File: src/rtl/ppu_vram_port.sv
// PPU-side VRAM port: $2006/$2007 access path, palette RAM, and render/CPU bus arbitration.
// The render fetch pipeline always owns the bus while rend_req is high.
module ppu_vram_port #(
  parameter int                ADDR_W   = 14,
  parameter logic [ADDR_W-1:0] PAL_BASE = ADDR_W'(14'h3F00)
) (
  input  logic              clk,
  input  logic              rst_n,
  input  logic [7:0]        cpu_din,
  input  logic              wr_addr_stb,
  input  logic              wr_data_stb,
  input  logic              rd_data_stb,
  input  logic              status_rd_stb,
  input  logic              inc32,
  output logic [7:0]        cpu_dout,
  output logic              cpu_dout_vld,
  output logic              busy,
  output logic              ovf,
  input  logic              rend_req,
  input  logic [ADDR_W-1:0] rend_addr,
  output logic [7:0]        rend_q,
  input  logic [4:0]        pal_idx,
  output logic [5:0]        pal_q,
  output logic [ADDR_W-1:0] mem_addr,
  output logic [7:0]        mem_data,
  output logic              mem_rw,
  input  logic [7:0]        mem_q
);

  localparam int HI_W = ADDR_W - 8;
  localparam logic [ADDR_W-1:0] NT_MASK = ADDR_W'(14'h2FFF);

  typedef enum logic [1:0] {
    IDLE    = 2'd0,
    WR      = 2'd1,
    RD_ADDR = 2'd2,
    RD_CAP  = 2'd3
  } state_t;

  state_t            state_r;
  logic [ADDR_W-1:0] v_r;
  logic [ADDR_W-1:0] v_op_r;
  logic [HI_W-1:0]   t_hi_r;
  logic              w_r;
  logic [7:0]        wdat_r;
  logic [7:0]        rd_buf_r;
  logic [5:0]        pal_r [32];
  logic [7:0]        cpu_dout_r;
  logic              cpu_dout_vld_r;
  logic              ovf_r;

  logic [ADDR_W-1:0] inc_s;
  logic              cpu_stb_s;
  logic [ADDR_W-1:0] mem_addr_s;
  logic              mem_rw_s;

  // Universal background colour entries 0x10/0x14/0x18/0x1C share storage with 0x00/0x04/0x08/0x0C.
  function automatic logic [4:0] pal_alias(input logic [4:0] idx);
    if (idx[4] && (idx[1:0] == 2'b00)) begin
      pal_alias = {1'b0, idx[3:0]};
    end else begin
      pal_alias = idx;
    end
  endfunction

  function automatic logic is_pal(input logic [ADDR_W-1:0] a);
    is_pal = (a >= PAL_BASE);
  endfunction

  assign inc_s     = inc32 ? ADDR_W'(32) : ADDR_W'(1);
  assign cpu_stb_s = wr_data_stb | rd_data_stb;

  // Bus address/direction mux: render fetch overrides whatever the CPU path wants.
  always_comb begin
    mem_addr_s = v_r;
    mem_rw_s   = 1'b0;
    if (rend_req) begin
      mem_addr_s = rend_addr;
    end else begin
      case (state_r)
        WR: begin
          if (!is_pal(v_op_r)) begin
            mem_addr_s = v_op_r;
            mem_rw_s   = 1'b1;
          end else begin
            mem_addr_s = v_r;
          end
        end
        RD_ADDR: mem_addr_s = is_pal(v_op_r) ? (v_op_r & NT_MASK) : v_op_r;
        default: mem_addr_s = v_r;
      endcase
    end
  end

  // Access FSM, address latch, read buffer and palette storage.
  always_ff @(posedge clk or negedge rst_n) begin
    if (!rst_n) begin
      state_r        <= IDLE;
      v_r            <= '0;
      v_op_r         <= '0;
      t_hi_r         <= '0;
      w_r            <= 1'b0;
      wdat_r         <= 8'h00;
      rd_buf_r       <= 8'h00;
      cpu_dout_r     <= 8'h00;
      cpu_dout_vld_r <= 1'b0;
      ovf_r          <= 1'b0;
      for (int i = 0; i < 32; i++) pal_r[i] <= 6'h00;
    end else begin
      cpu_dout_vld_r <= 1'b0;
      ovf_r          <= cpu_stb_s && (state_r != IDLE);
      case (state_r)
        IDLE: begin
          if (wr_data_stb) begin
            v_op_r  <= v_r;
            v_r     <= v_r + inc_s;
            wdat_r  <= cpu_din;
            state_r <= WR;
          end else if (rd_data_stb) begin
            v_op_r         <= v_r;
            v_r            <= v_r + inc_s;
            cpu_dout_r     <= is_pal(v_r) ? {2'b00, pal_r[pal_alias(v_r[4:0])]} : rd_buf_r;
            cpu_dout_vld_r <= 1'b1;
            state_r        <= RD_ADDR;
          end else begin
            state_r <= IDLE;
          end
        end
        WR: begin
          if (!rend_req) begin
            if (is_pal(v_op_r)) pal_r[pal_alias(v_op_r[4:0])] <= wdat_r[5:0];
            state_r <= IDLE;
          end
        end
        RD_ADDR: begin
          if (!rend_req) state_r <= RD_CAP;
        end
        // mem_q still reflects the CPU address from RD_ADDR, so this step never stalls.
        RD_CAP: begin
          rd_buf_r <= mem_q;
          state_r  <= IDLE;
        end
        default: state_r <= IDLE;
      endcase
      // A completing $2006 pair takes precedence over the $2007 increment.
      if (status_rd_stb) begin
        w_r <= 1'b0;
      end else if (wr_addr_stb) begin
        if (!w_r) begin
          t_hi_r <= cpu_din[HI_W-1:0];
          w_r    <= 1'b1;
        end else begin
          v_r <= {t_hi_r, cpu_din};
          w_r <= 1'b0;
        end
      end
    end
  end

  assign cpu_dout     = cpu_dout_r;
  assign cpu_dout_vld = cpu_dout_vld_r;
  assign ovf          = ovf_r;
  assign busy         = (state_r != IDLE);
  assign mem_addr     = mem_addr_s;
  assign mem_rw       = mem_rw_s;
  assign mem_data     = wdat_r;
  assign rend_q       = mem_q;
  assign pal_q        = pal_r[pal_alias(pal_idx)];

endmodule
File: config.mk
export PLATFORM = sky130hd
export DESIGN_NAME = ppu_vram_port
export DESIGN_NICKNAME = d
export VERILOG_FILES = /design/src/rtl/ppu_vram_port.sv
export SDC_FILE = /design/constraint.sdc
export NUM_CORES = 1
export LEC_CHECK = 0
export ABC_AREA = 1
export BUFFER_PORTS_ARGS = -buffer_cell sky130_fd_sc_hd__buf_2
export CORE_MARGIN = 4
export CORE_UTILIZATION = 40
export CTS_BUF_LIST = sky130_fd_sc_hd__clkbuf_4 sky130_fd_sc_hd__clkbuf_8 sky130_fd_sc_hd__clkbuf_16
export DETAILED_ROUTE_END_ITERATION = 7
export GPL_TIMING_DRIVEN = 0
export PLACE_DENSITY_LB_ADDON = 0.15
export REMOVE_ABC_BUFFERS = 1
export SKIP_CTS_REPAIR_TIMING = 1
export SLEW_MARGIN = 20
export SYNTH_ARGS = -nofsm -noshare
export SYNTH_HDL_FRONTEND = slang
export SYNTH_SLANG_ARGS = --single-unit
File: constraint.sdc
create_clock -name clk -period 5.4 [get_ports clk]
set_input_delay 0.54 -clock clk [delete_from_list [all_inputs] [get_ports clk]]
set_output_delay 0.54 -clock clk [all_outputs]
set_load 0.01 [all_outputs]
==> run metrics <==
outcome completed; detailed placer's ending HPWL 27,820 um; number of storage elements in the synthesis netlist 255; mean area per synthesized cell 7.427 um^2; Worst setup EP type primary output; list of cells traversed by the critical path buf_4, clkinv_2, a21oi_1, o21ai_0, nand2_1, nor2_1, o22ai_1, nand2_1, nand2_1, buf_2; synth top area cells dfrtp_1 45%, nand2_1 13%, o21ai_0 8.6%; final slew viol count 0; met3 usage 0.02786; Final nets 1,930; number of CTS-inserted buffers 29; crit path max-delay cell type clkinv_2; Worst Clk Skew 0.008363 ns; instance count of the mapped netlist 1,912; mapped cell area 14,200 um^2; maximum vdd drop 0.0004981 V; starting DRC count in detailed routing 1,069; layer with the highest usage met2; first-pass iteration count of the detailed router 6; synth unique cells 39; maximum number of pins on one net before global-route repair 93; top-area cell type share of the netlist area 0.4493; pre-CTS WS 1.676 ns; number of antenna violations at the first check in global routing 0; number of failing hold endpoints at the final stage 0; commonest non-fill, non-tap cell in the layout nand2_1; Clock Sinks 255; maximum level of the CTS H-tree 1; horizontal extent of the die 196.4 um; area of the die 38,580 um^2; worst max-slew margin expressed relative to the limit 0.2621; Vias 12,670; critical path start-end classification input port to primary output; number of global-route vias before repair 12,340; leading cell types in the layout, fill and taps excluded 488 x nand2_1, 252 x dfrtp_1, 244 x o21ai_0; max-cap violations 0; largest fanout on the critical path 51; number of input and output port buffers inserted 90; final-report setup violation count 0; worst r2r path cells 6; Residual DRC 0; Initial Utilization 0.4081; type of origin of the critical path input port; worst hold-check path type input port to flop; Clk Tree Root Cell clkbuf_16; GR met1 Demand/Resource 0.3215; Leak Pwr 0.007167 uW; share of post-route cells with drive strength above 1 0.1341; data required time of the worst path 4.86 ns; Die Span Y 196.4 um; final cycle utilization of the critical path 0.7099; multi-input gate area in the final layout 6355 um^2; floorplan core area 34,800 um^2; first-pass GRT wire length 70,170 um; growth of design area from synthesis to finish 10.33%; Clock Path Buffers 3; standard-cell rows 68; pin slew with the least headroom to its limit 1.106 ns; register area share after synthesis 0.4493; min cycle time layout 3.834 ns; number of nets with antenna violations after detailed routing 0; delay of the slowest cell on the worst path 0.77 ns; routed len/inst 18.65 um; wirelength, routed 43,990 um; Setup WS post-layout 1.567 ns; last weighted congestion value of the routability-driven placer 0.8406; CTS clk-pin slew, worst paths 0.06 ns; clock tree from TritonCTS yes; count of warnings emitted by yosys 0; fmax 0.2609 GHz; sequential cell area 6390 um^2; Global Route met2 Usage 0.3708; power density normalized to cell area 458.8 nW/um^2; cell with the most instances on the worst path nand2_1; unrepaired setup endpoints after global routing no; average via count per standard cell 5.374; Hold Path Stages 3; data arrival time of the worst path 3.29 ns; cell accounting for the most synthesized area dfrtp_1; Layout fillers 3,483; grt total ovfl 0; insertion delay of the later-clocked pin in the worst-skew pair 0.56 ns; final standard cell utilization of the core 0.4503; total routing resource utilization after global routing 0.2261; Boundary Pins 91
[sequential cells by signal, summed over array words and instances, names as in the netlist, 2 cells and up]
| signal | cells |
|---|---|
| v_r | 14 |
| v_op_r | 14 |
| pal_r | 192 |
| mem_data | 8 |
| t_hi_r | 6 |
| cpu_dout | 8 |
| state_r | 2 |
| rd_buf_r | 8 |
[critical path: cells and delay by family]
kind,cells,cell delay [ns]
AO/OA/AOI/OAI,3,0.74
buffers and inverters,3,1.48
AND/OR/NAND/NOR,4,0.48
[Yosys cell counts]
| master | instances |
|---|---|
| a22oi_1 | 1 |
| buf_1 | 5 |
| nand3_2 | 8 |
| nor3_4 | 1 |
| xor2_1 | 3 |
| nor3_1 | 8 |
| a31oi_1 | 2 |
| nand2_2 | 1 |
| a21oi_1 | 89 |
| inv_2 | 6 |
| clkinv_1 | 4 |
| clkbuf_1 | 96 |
| nand2_1 | 488 |
| o211ai_1 | 18 |
| nand4_4 | 2 |
| inv_1 | 177 |
| nand4_1 | 9 |
| o21ai_1 | 58 |
| nand3b_1 | 1 |
| xnor2_1 | 1 |
| o22ai_1 | 11 |
| o21ai_0 | 244 |
| o2111ai_1 | 8 |
| buf_2 | 41 |
| nor3_2 | 3 |
| o21ai_2 | 24 |
| a21oi_2 | 1 |
| dfrtp_1 | 255 |
| buf_6 | 11 |
| buf_4 | 8 |
| nand3_1 | 219 |
| or2_2 | 37 |
| nor2_2 | 3 |
| and2_0 | 2 |
| o31ai_1 | 2 |
| ha_1 | 7 |
| nor2_1 | 50 |
| and3_1 | 1 |
| mux2_2 | 7 |
[metal layers]
layer	routed length, um	vias to the layer above	part of all wire
li1	-	6196	-
met2	20380	373	0.46
met4	1183	0	0.027
met3	2362	85	0.054
met1	20060	6017	0.46
met5	0	-	0
[through the flow]
stage / TNS [ns] / instance area, um^2 / power [uW] / hold WS, ns / cells
after floorplan: 0 / 13430 / 4060 / 0.2444 / 1751
after global placement: -299.11 / 14450 / 5204 / 0.3590 / 2296
after detailed placement: 0 / 14670 / 5162 / 0.3603 / 2303
after CTS: 0 / 15660 / 7230 / -0.1164 / 2356
after global routing: 0 / 15670 / 7625 / 0.2191 / 2357
final: 0 / 15670 / 7190 / 0.2109 / 2358
[cell families (layout without fill, tap and decap cells)]
logic type	after synthesis	after routing	share of synthesized area
AND/OR/NAND/NOR	833	833	0.2580
AO/OA/AOI/OAI	458	458	0.1750
buffers and inverters	348	338	0.1035
flip-flops	255	255	0.4493
adder cells (fa/ha/maj)	7	7	0.006167
multiplexers	7	7	0.005551
XOR/XNOR	4	4	0.002467
other	0	1	0
[worst paths after layout]
kind | end | slack (ns) | from
setup reg to reg | cpu_dout[0]$_DFFE_PN0P_ | 2.17 | v_r[1]$_DFF_PN0_
hold reg to reg | pal_r[21]$_DFFE_PN0P_ | 0.37 | pal_r[21]$_DFFE_PN0P_
setup / recovery | pal_q[2] | 1.57 | pal_idx[1]
hold / removal | rd_buf_r[7]$_DFFE_PN0N_ | 0.21 | mem_q[7]
min in group asynchronous | pal_r[14]$_DFFE_PN0P_ | 0.48 | rst_n
max in group asynchronous | v_r[0]$_DFF_PN0_ | 3.70 | rst_n
[report_power, final]
part           switching (uW)  total (uW)  internal (uW)
registers                 421        2550           2120
clock network             804        2040           1240
logic                    1790        2600            811
total                    3020        7190           4170
[area by class of cell]
type / count / share of cell area
Sequential cell: 255 / 0.4078
Multi-Input combinational cell: 1309 / 0.4056
Clock buffer: 41 / 0.05446
Inverter: 187 / 0.04512
Timing Repair Buffer: 98 / 0.04192
Tap cell: 455 / 0.03633
Clock inverter: 12 / 0.008624
Antenna cell: 1 / 0.0001597
(Power assumes the default switching activity.)
